==> src/rtl/uart_msg_seq.sv <==
// ROM-driven message sequencer: streams a length-prefixed byte string from one ROM slot
// into the UART write port. Define UART_MSG_SEQ_ERR_ABORT_EN to abort a message on wr_err_i.
module uart_msg_seq #(
    parameter int          NUM_MSG      = 4,
    parameter int          SLOT_W       = 4,
    parameter logic [3:0]  UART_TX_ADDR = 4'd4
) (
    input  logic                               clk_i,
    input  logic                               rst_n_i,
    input  logic                               start_i,
    input  logic [$clog2(NUM_MSG)-1:0]         msg_sel_i,
    output logic                               busy_o,
    output logic                               done_o,
    output logic                               err_o,
    output logic [$clog2(NUM_MSG)+SLOT_W-1:0]  rom_addr_o,
    input  logic [7:0]                         rom_data_i,
    output logic                               wr_valid_o,
    output logic [7:0]                         wr_data_o,
    output logic [3:0]                         wr_addr_o,
    input  logic                               wr_ready_i,
    input  logic                               wr_err_i
);
    localparam int         SEL_W   = $clog2(NUM_MSG);
    localparam logic [7:0] MAX_LEN = 8'((1 << SLOT_W) - 1);

    typedef enum logic [2:0] {IDLE, HDR, LEN, FETCH, LOAD, SEND, DONE} state_t;

    state_t            state;
    logic [SEL_W-1:0]  slot_q;
    logic [SLOT_W-1:0] off_q;
    logic [SLOT_W-1:0] rem_q;
    logic [SLOT_W-1:0] len_clamped;
    logic              abort;

    // Length byte is compared on all 8 bits before truncation to the slot size.
    always_comb begin
        len_clamped = rom_data_i[SLOT_W-1:0];
        if (rom_data_i > MAX_LEN) len_clamped = MAX_LEN[SLOT_W-1:0];
    end

`ifdef UART_MSG_SEQ_ERR_ABORT_EN
    assign abort = wr_err_i;
`else
    logic unused_err;
    assign unused_err = wr_err_i;
    assign abort      = 1'b0;
    assign err_o      = 1'b0;
`endif

    assign rom_addr_o = {slot_q, off_q};
    assign wr_addr_o  = UART_TX_ADDR;

    always_ff @(posedge clk_i or negedge rst_n_i) begin
        if (!rst_n_i) begin
            state      <= IDLE;
            slot_q     <= '0;
            off_q      <= '0;
            rem_q      <= '0;
            busy_o     <= 1'b0;
            done_o     <= 1'b0;
            wr_valid_o <= 1'b0;
            wr_data_o  <= '0;
`ifdef UART_MSG_SEQ_ERR_ABORT_EN
            err_o      <= 1'b0;
`endif
        end else begin
            done_o <= 1'b0;
            case (state)
                IDLE: if (start_i) begin
                    slot_q <= msg_sel_i;
                    off_q  <= '0;
                    busy_o <= 1'b1;
`ifdef UART_MSG_SEQ_ERR_ABORT_EN
                    err_o  <= 1'b0;
`endif
                    state  <= HDR;
                end
                HDR: state <= LEN;
                LEN: begin
                    rem_q <= len_clamped;
                    if (len_clamped == '0) begin
                        done_o <= 1'b1;
                        state  <= DONE;
                    end else begin
                        off_q <= off_q + SLOT_W'(1);
                        state <= FETCH;
                    end
                end
                FETCH: state <= LOAD;
                LOAD: begin
                    wr_data_o  <= rom_data_i;
                    wr_valid_o <= 1'b1;
                    state      <= SEND;
                end
                SEND: if (wr_ready_i) begin
                    wr_valid_o <= 1'b0;
                    rem_q      <= rem_q - SLOT_W'(1);
                    // Offset wraps inside the slot; the slot field never carries.
                    off_q      <= off_q + SLOT_W'(1);
`ifdef UART_MSG_SEQ_ERR_ABORT_EN
                    if (wr_err_i) err_o <= 1'b1;
`endif
                    if (abort || rem_q == SLOT_W'(1)) begin
                        done_o <= 1'b1;
                        state  <= DONE;
                    end else begin
                        state <= FETCH;
                    end
                end
                DONE: begin
                    busy_o <= 1'b0;
                    state  <= IDLE;
                end
                default: state <= IDLE;
            endcase
        end
    end
endmodule

==> config.mk <==
export PLATFORM = sky130hd
export DESIGN_NAME = uart_msg_seq
export DESIGN_NICKNAME = d
export VERILOG_FILES = /design/src/rtl/uart_msg_seq.sv
export SDC_FILE = /design/constraint.sdc
export NUM_CORES = 1
export LEC_CHECK = 0
export CAP_MARGIN = 20
export CORE_UTILIZATION = 50
export DETAILED_ROUTE_END_ITERATION = 7
export MAX_ROUTING_LAYER = met4
export PLACE_DENSITY_LB_ADDON = 0.2
export RECOVER_POWER = 50
export SYNTH_ARGS = -nofsm -noshare
export SYNTH_HDL_FRONTEND = slang
export SYNTH_SLANG_ARGS = --single-unit
==> constraint.sdc <==
create_clock -name clk_i -period 4.1 [get_ports clk_i]
set_input_delay 1.025 -clock clk_i [delete_from_list [all_inputs] [get_ports clk_i]]
set_output_delay 1.025 -clock clk_i [all_outputs]
set_load 0.01 [all_outputs]
-- Word-level counts from Yosys, hierarchy flattened
Index checks and enable logic that the tools add are counted.
- register bits after elaboration: 24
- latch bits: 0
- memory bits (writable): 0
- bits in read-only memories: 0
- input bits: 15
- output and inout port bits: 22
- memories: 0
- add/subtract/negate cells: 2
- $mul: 0
- div/mod/pow operators: 0
- order comparisons: 1
- eq/ne operators: 10
- shift operators: 0
- multiplexer cells: 20
- bitwise operators: 0
- reductions and logical operators: 12
- operators with widths (cell ; count):
    $mux W4 ; 5
    $pmux W3 S6 ; 1
    $mux W3 ; 4
    $pmux W4 S3 ; 1
    $reduce_and A2 Y1 ; 5
    $eq A3 B3 Y1 const B ; 3
    $gt A8 B4 Y1 const B ; 1
    $pmux W4 S2 ; 1
    $eq A3 B2 Y1 const B ; 2
    $ne A2 B2 Y1 const B ; 3
    $pmux W1 S2 ; 3
    $reduce_bool A2 Y1 ; 3
    $mux W1 ; 5
    $add A4 B1 Y4 const B ; 1
    $eq A4 B1 Y1 const B ; 1
    $logic_not A4 Y1 ; 1
    $reduce_and A4 Y1 ; 1
    $sub A4 B1 Y4 const B ; 1
    $eq A3 B1 Y1 const B ; 1
    $logic_not A3 Y1 ; 1
    $reduce_bool A3 Y1 ; 1

-- Logic depth before layout (Yosys ltp)
Gate-level depths: netlist of the first run.
- depth after elaboration: 5
- mapped depth: 5
- depth with buffers taken out: 5

-- Least setup slack after synthesis of the first run
Ideal clock, no wire load.
- kind: input to register
- start point: input rom_data_i[7]
- end point: register off_q[3]
- setup time: 0.127 ns
- arrival: 2.010 ns
- required time: 3.973 ns
- slack: 1.962 ns
- stages on the path: 4
- path buffers: 0
- path through: nor4_2 -> a21o_1 -> a21oi_2 -> mux2_1
- longest elaborated chain between the ends: 5
- RTL lines (what ; line ; source):
    start, declared ; 16 ; input logic [7:0] rom_data_i,
    $gt A8 B4 Y1 ; 38 ; if (rom_data_i > MAX_LEN) len_clamped = MAX_LEN[SLOT_W-1:0];
    $mux W4 ; 38 ;
    $logic_not A4 Y1 ; 81 ; if (len_clamped == '0) begin
    $ne A2 B2 Y1 (no source line) ; - ;
    $reduce_and A4 Y1 (no source line) ; - ;
    end signal, assigned ; 85 ; off_q <= off_q + SLOT_W'(1);
    end signal, assigned ; 99 ; off_q <= off_q + SLOT_W'(1);
    end, declared ; 30 ; logic [SLOT_W-1:0] off_q;
No other way between the ends.
A chain may end at the register's enable or synchronous reset.

-- Worst setup path after layout of the first run
- start point: input rom_data_i[0]
- end point: register off_q[3]
- longest elaborated chain between the ends: 5
- RTL lines (what ; line):
    $gt A8 B4 Y1 ; 38
    $mux W4 (*) ; 38
    $logic_not A4 Y1 (*) ; 81
    $ne A2 B2 Y1 (no source line) (*) ; -
    $reduce_and A4 Y1 (no source line) (*) ; -
Mark *: on every way between the ends. The rest lies on a longest branch, timed or not.

==> results of run 1 <==
cell families after synthesis:
logic type                 share of synthesized area
muxes                                          0.117
other                                        0.00602
adders and majority gates                     0.0301
buffers and inverters                         0.0552
DFF                                            0.481
and+or+nand+nor                                0.169
AOI/OAI and AO/OA                              0.141
registers in the layout, indices dropped and copies added, names as in the netlist:
register	count
busy_o	1
done_o	1
off_q	4
rem_q	4
slot_q	2
state	3
wr_data_o	8
wr_valid_o	1
area by class of cell:
| cell class | instances | share of cell area |
|---|---|---|
| sequential | 24 | 0.376 |
| multi-input combinational | 83 | 0.367 |
| timing repair buffer | 31 | 0.190 |
| tap | 28 | 0.0219 |
| clock inverter | 1 | 0.0188 |
| clock buffer | 3 | 0.0141 |
| inverter | 5 | 0.0117 |
Yosys cell counts:
master,number
nand3_1,2
mux2_1,2
nor4_2,1
buf_2,1
nor3_1,1
nor4_1,2
nand3b_1,1
o221ai_1,1
o211ai_1,2
a311oi_1,1
nand2_1,12
a21oi_2,1
nor4b_4,1
o22ai_1,3
clkbuf_1,2
a21o_1,2
mux2_2,11
a21boi_2,1
nor2_1,5
nand4b_1,1
nand2b_1,1
o21a_1,1
nor2b_1,3
o21ai_0,7
ha_1,3
a41oi_1,1
or3b_1,1
and3b_1,1
inv_1,5
a31o_2,1
buf_4,5
a21oi_1,6
and4b_1,1
nor2_2,1
nor3b_1,1
dfrtp_1,24
conb_1,2
layout by cell type, fill, tap and decap left out, types with 3 or more instances in the layout:
cell type         n
ha_1              3
dlygate4sd3_1     3
nor2_1            6
clkbuf_4          3
dfrtp_1          24
mux2_2           11
o22ai_1           3
clkdlybuf4s50_1  27
nand2_1          12
a21oi_1           6
nor2b_1           3
inv_1             5
conb_1            5
o21ai_0           7
worst max-delay path by stage:
| stage | startpoint | end |
|---|---|---|
| after floorplan | rom_data_i[7] | off_q[3]$_DFFE_PN0P_ |
| after global placement | rom_data_i[0] | off_q[3]$_DFFE_PN0P_ |
| after detailed placement | rom_data_i[0] | off_q[3]$_DFFE_PN0P_ |
| after CTS | rom_data_i[0] | off_q[3]$_DFFE_PN0P_ |
| after global routing | start_i | off_q[3]$_DFFE_PN0P_ |
| final | rom_data_i[0] | off_q[3]$_DFFE_PN0P_ |
power groups by stage:
| stage | Clock [W] | Combinational, W | Sequential, W |
|---|---|---|---|
| after floorplan | 0 | 0.000298 | 0.000458 |
| after detailed placement | 0 | 0.000521 | 0.000465 |
| after CTS | 0.000172 | 0.000522 | 0.000460 |
| after global placement | 0 | 0.000505 | 0.000453 |
| after global routing | 0.000181 | 0.000572 | 0.000477 |
| final | 0.000166 | 0.000518 | 0.000461 |
layer usage:
| metal | part of all wire | track usage | wire length, µm |
|---|---|---|---|
| met1 | 0.45 | 0.275 | 1080 |
| met2 | 0.49 | 0.335 | 1190 |
| met3 | 0.050 | 0.0468 | 120 |
| met4 | 0.0042 | 0.0721 | 10 |
| met5 | 0 | - | 0 |
per-stage QoR:
step | std cells | util | setup WS, ns
2_1_floorplan | 120 | - | 1.96
3_3_place_gp | 170 | 0.678 | 1.25
3_5_place_dp | 170 | 0.678 | 1.27
4_1_cts | 174 | 0.701 | 1.60
5_1_grt | 175 | 0.702 | 1.52
6_report | 175 | 0.702 | 1.57
==> run summary, run 1 <==
## Job
* max-cap check violation count: 0

## Power
* clock share of power: 0.145
* Reg power frac: 0.402
* Peak supply drop: 0.000493 V
* Net Switching: 0.000401 W
* leakage power summed over all cells: 0.674 nW
* switching fraction of total power: 0.350
* total power after layout: 0.00115 W
* P per Cell Area: 717 nW/µm²
* combinational share of power: 0.452
* internal power: 0.000744 W

## Final layout
* Sequential Area: 601 µm²
* Layout fillers: 176
* post-route design area: 1600 µm²
* fraction of layout cells with a size suffix above 1: 0.136
* P&R area growth vs syn: 28.1%
* diode insertion count for antenna repair: 0
* area used by multi-input combinational logic: 587 µm²
* post-layout net count: 166

## Place
* weighted congestion reported at the end of routability-driven placement: 0.854
* placed wire-length estimate: 1830 µm
* count of buffers inserted at the top-level ports: 30
* placed standard-cell area: 1540 µm²

## Worst hold path
* Hold Path Origin: wr_valid_o$_DFFE_PN0P_
* Hold Path Stages: 1
* worst min-delay path class: register to register
* Hold Path End: wr_valid_o$_DFFE_PN0P_

## Routing
* Total Routed Length: 2400 µm
* Routed Antenna Nets: 0
* length of the first detailed-routing pass in iterations: 4
* number of violations reported at the end of detailed-routing iteration 0: 14
* post-DR vias/cell: 5.31
* average wire per standard cell: 13.7 µm
* post-detailed-route DRC marker count: 0
* total via count after detailed routing: 929

## Global routing
* global-route wire length before repair: 4170 µm
* antenna violations before repair: 0
* GRT Util Overall: 0.215
* maximum number of pins on one net before global-route repair: 25
* overall overflow remaining after global route: 0
* via count of the first global-routing pass: 942

## Timing
* clock period minus worst slack: 2.53 ns
* setup repair after global routing missed its margin: false
* worst slack on hold paths: 0.511 ns
* Post-Route Setup TNS: 0 ns
* transition time at the pin with the least slew margin: 0.888 ns
* post-route clock skew: 0.00132 ns
* Achievable Freq: 396 MHz
* worst rel slew slack: 0.408
* final hold violations: 0
* share of the clock period used by the worst path after layout: 0.616
* Finish-stage setup viols: 0
* Final Slew Violations: 0

## Critical path
* cell with the largest stage delay on the worst path: nor4_1
* Critical Path Max Stage Delay: 0.55 ns
* path depth of the worst reg2reg path: 4
* Worst Path Class, Setup: input port to register
* slack of the worst reg-to-reg path: 2.21 ns
* RR Startpoint: state[1]$_DFFE_PN0P_
* crit path cell chain: clkdlybuf4s50_1 -> nor4_1 -> a21o_1 -> a21oi_2 -> mux2_1
* maximum fanout along the worst path: 4
* category of the worst setup path launch point: input port
* Crit path required time: 4.30 ns
* count of cell instances traversed by the critical path: 5
* dominant delay contributor by cell family on the critical path: simple AND/OR/NAND/NOR gates
* end of the worst register-to-register path: off_q[3]$_DFFE_PN0P_
* kind of end point of the critical path: register
* buffer and inverter count on the worst path: 1
* CP arrival: 2.73 ns

## Clocking
* number of buffers added to fix hold violations after cts: 0
* Max Root-Sink Buffers: 2
* TritonCTS Sinks: 24
* buffer count from post-CTS setup fixing: 0
* clock root buffer: clkbuf_4
* number of instances resized during post-cts repair: 0
* clock latency of the later-clocked register in the worst-skew pair: 0.30 ns
* total clock buffers created by CTS: 3
* Max H-tree Level: 1
* clock tree from TritonCTS: built
* clock-pin slew reported for the worst setup and hold paths after clock tree synthesis: 0.13 ns

## Synth
* cells taking the most area after synthesis: dfrtp_1 (48%), mux2_2 (9.9%), nand2_1 (3.6%)
* Cell Area, Synth: 1250 µm²
* number of instances in the synthesized netlist: 117
* proportion of synthesized chip area in sequential cells: 0.481
* number of register bits inferred by synthesis: 24
* cell accounting for the most synthesized area: dfrtp_1
* synthesized area per cell: 10.7 µm²
* number of unique standard cell types used by synthesis: 37
* post-synth top area share: 0.481
* Syn. warnings: 0

## Run status
* result of the run: complete, no violations

## Floorplanning
* height of the die: 52.0 µm
* Ports: 37
* number of cell rows: 17
* horizontal extent of the die: 52.0 µm
* starting density of the core: 0.548
* total die area: 2700 µm²
* core outline area: 2280 µm²

Power figures use the tool's default switching activity.
==> run 2, diff against run 1 <==
- CORE_UTILIZATION: 50 -> 42
- clock period: 4.1 -> 2.25 ns (I/O delays scaled with it)
==> run summary, run 2 (synthesis gave the netlist of run 1 again) <==
## Place
* number of placed instances with taps included: 181, +6.5%
* count of buffers inserted at the top-level ports: 30, unchanged
* weighted congestion reported at the end of routability-driven placement: 0.815, -4.5%
* placed wire-length estimate: 1950 µm, +6.8%

## Worst hold path
* worst min-delay path class: register to register

## Routing
* Routed Antenna Nets: 0, unchanged
* post-detailed-route DRC marker count: 0, unchanged
* total via count after detailed routing: 1,005, +8.2%
* average wire per standard cell: 14.0 µm, +2.0%
* post-DR vias/cell: 5.46, +2.9%
* length of the first detailed-routing pass in iterations: 4, unchanged
* number of violations reported at the end of detailed-routing iteration 0: 25, +11
* Total Routed Length: 2580 µm, +7.2%

## Timing
* Achievable Freq: 526 MHz
* worst rel slew slack: 0.150, -0.258
* post-route clock skew: 0.00624 ns, +0.00492 ns
* Final Slew Violations: 0, unchanged
* clock period minus worst slack: 1.90 ns
* Finish-stage setup viols: 0, unchanged
* share of the clock period used by the worst path after layout: 0.845
* setup repair after global routing missed its margin: false
* transition time at the pin with the least slew margin: 1.27 ns, +0.387 ns
* final hold violations: 0, unchanged
* Post-Route Setup TNS: 0 ns, unchanged

## Job
* max-cap check violation count: 0, unchanged

## Clocking
* Max H-tree Level: 1, unchanged
* total clock buffers created by CTS: 3, unchanged
* number of instances resized during post-cts repair: 0, unchanged
* clock-pin slew reported for the worst setup and hold paths after clock tree synthesis: 0.13 ns, about the same
* clock latency of the later-clocked register in the worst-skew pair: 0.31 ns, about the same
* TritonCTS Sinks: 24, unchanged
* clock root buffer: clkbuf_4
* Max Root-Sink Buffers: 2, unchanged
* buffer count from post-CTS setup fixing: 0, unchanged
* clock tree from TritonCTS: built
* number of buffers added to fix hold violations after cts: 0, unchanged

## Critical path
* maximum fanout along the worst path: 4, unchanged
* Crit path required time: 2.45 ns, -1.85 ns
* category of the worst setup path launch point: input port
* CP arrival: 2.10 ns, -0.63 ns
* kind of end point of the critical path: register
* Worst Path Class, Setup: input port to register

## Final layout
* most frequent standard cell in the layout excluding fill and tap cells: clkdlybuf4s50_1
* fraction of layout cells with a size suffix above 1: 0.137, +0.00120
* Layout fillers: 256, +45%
* post-layout net count: 173, +4.2%
* Regs by FF count: wr_data_o (8), off_q (4), rem_q (4)
* diode insertion count for antenna repair: 0, unchanged
* post-route non-filler standard cell count: 184, +5.1%
* core occupancy in the finished layout: 0.572, -0.130
* Sequential Area: 601 µm², unchanged
* commonest non-fill, non-tap cells in the layout: clkdlybuf4s50_1 (29), dfrtp_1 (24), nand2_1 (12)
* area used by multi-input combinational logic: 566 µm², -3.6%
* number of flip-flops under the largest register name: 8, unchanged
* P&R area growth vs syn: 27.6%
* register name with the most flops: wr_data_o

## Floorplanning
* number of cell rows: 19, +2
* Ports: 37, unchanged
* total die area: 3190 µm², +18%
* height of the die: 56.5 µm, +8.8%
* core outline area: 2780 µm², +22%
* horizontal extent of the die: 56.5 µm, +8.8%
* starting density of the core: 0.448, -0.0996

## Global routing
* overall overflow remaining after global route: 0, unchanged
* via count of the first global-routing pass: 1,033, +9.7%
* maximum number of pins on one net before global-route repair: 25, unchanged
* antenna violations before repair: 0, unchanged
* GRT Util Overall: 0.191, -0.0233
* global-route wire length before repair: 4690 µm, +12%

## Power
* total power after layout: 0.00199 W, +74%
* leakage power summed over all cells: 0.676 nW, +0.31%
* clock share of power: 0.094, -0.051
* internal power: 0.00126 W, +69%
* switching fraction of total power: 0.367, +0.0167
* Peak supply drop: 0.000778 V, +58%
* Net Switching: 0.000730 W, +82%
* combinational share of power: 0.521, +0.069
* Reg power frac: 0.385, -0.017
* P per Cell Area: 1250 nW/µm², +74%

## Run status
* result of the run: complete, no violations

[run 2: changes by cell type in the layout (fill, tap and decap cells not counted)]
cell and delta:
nor4_2 -1, dlygate4sd3_1 -2, nor4b_1 +1, clkdlybuf4s50_1 +2, buf_4 +4, clkbuf_1 +3
bufinv_16 -1, nor4b_4 -1, nor4_1 +1
[run 2: worst max-delay path, stage by stage]
cell and delay (ns):
clkdlybuf4s50_1 0.44, nor4_1 0.31, buf_4 0.17, a21o_1 0.20, a21boi_2 0.08, mux2_1 0.33
[run 2: routing by layer]
| layer | GRT usage | vias up | routed length (µm) |
|---|---|---|---|
| li1 | - | 485 | - |
| met1 | 0.247 | 491 | 1150 |
| met2 | 0.296 | 27 | 1290 |
| met3 | 0.0415 | 2 | 124 |
| met4 | 0.0697 | 0 | 15 |
| met5 | - | - | 0 |
[run 2: power by group through the flow]
stage               logic, W  registers, W  clock network, W
finish               0.00104      0.000766          0.000187
global placement     0.00105      0.000759                 0
global route         0.00115      0.000794          0.000210
detailed placement   0.00108      0.000776                 0
CTS                  0.00108      0.000767          0.000195
floorplan           0.000542      0.000835                 0
[run 2: final cells by class]
| class | count | area share |
|---|---|---|
| clock buffer | 3 | 0.0142 |
| inverter | 5 | 0.0118 |
| multi-input combinational | 83 | 0.355 |
| sequential | 24 | 0.377 |
| tap | 31 | 0.0244 |
| timing repair buffer | 38 | 0.217 |
[run 2: path summary, 6_finish.rpt]
check	startpoint	to	slack [ns]	cells past startpoint
worst max-delay path	rom_data_i[0]	off_q[2]$_DFFE_PN0P_	0.35	6
worst min-delay path	wr_valid_o$_DFFE_PN0P_	wr_valid_o$_DFFE_PN0P_	0.50	1
worst max register to register	state[0]$_DFFE_PN0P_	wr_data_o[7]$_DFFE_PN0P_	0.37	5
worst min register to register	wr_valid_o$_DFFE_PN0P_	wr_valid_o$_DFFE_PN0P_	0.50	1
max in group asynchronous	rst_n_i	busy_o$_DFFE_PN0P_	0.47	2
min in group asynchronous	rst_n_i	state[0]$_DFFE_PN0P_	1.03	2
[run 2: per-stage QoR]
step                      instance area (µm²)  setup WS (ns)  hold slack [ns]
final                                    1590          0.349            0.504
after CTS                                1630          0.332            0.507
after global placement                   1610         0.0117            0.483
after global routing                     1590          0.139            0.519
after floorplan                          1260          0.575            0.267
after detailed placement                 1610       -0.00782            0.478
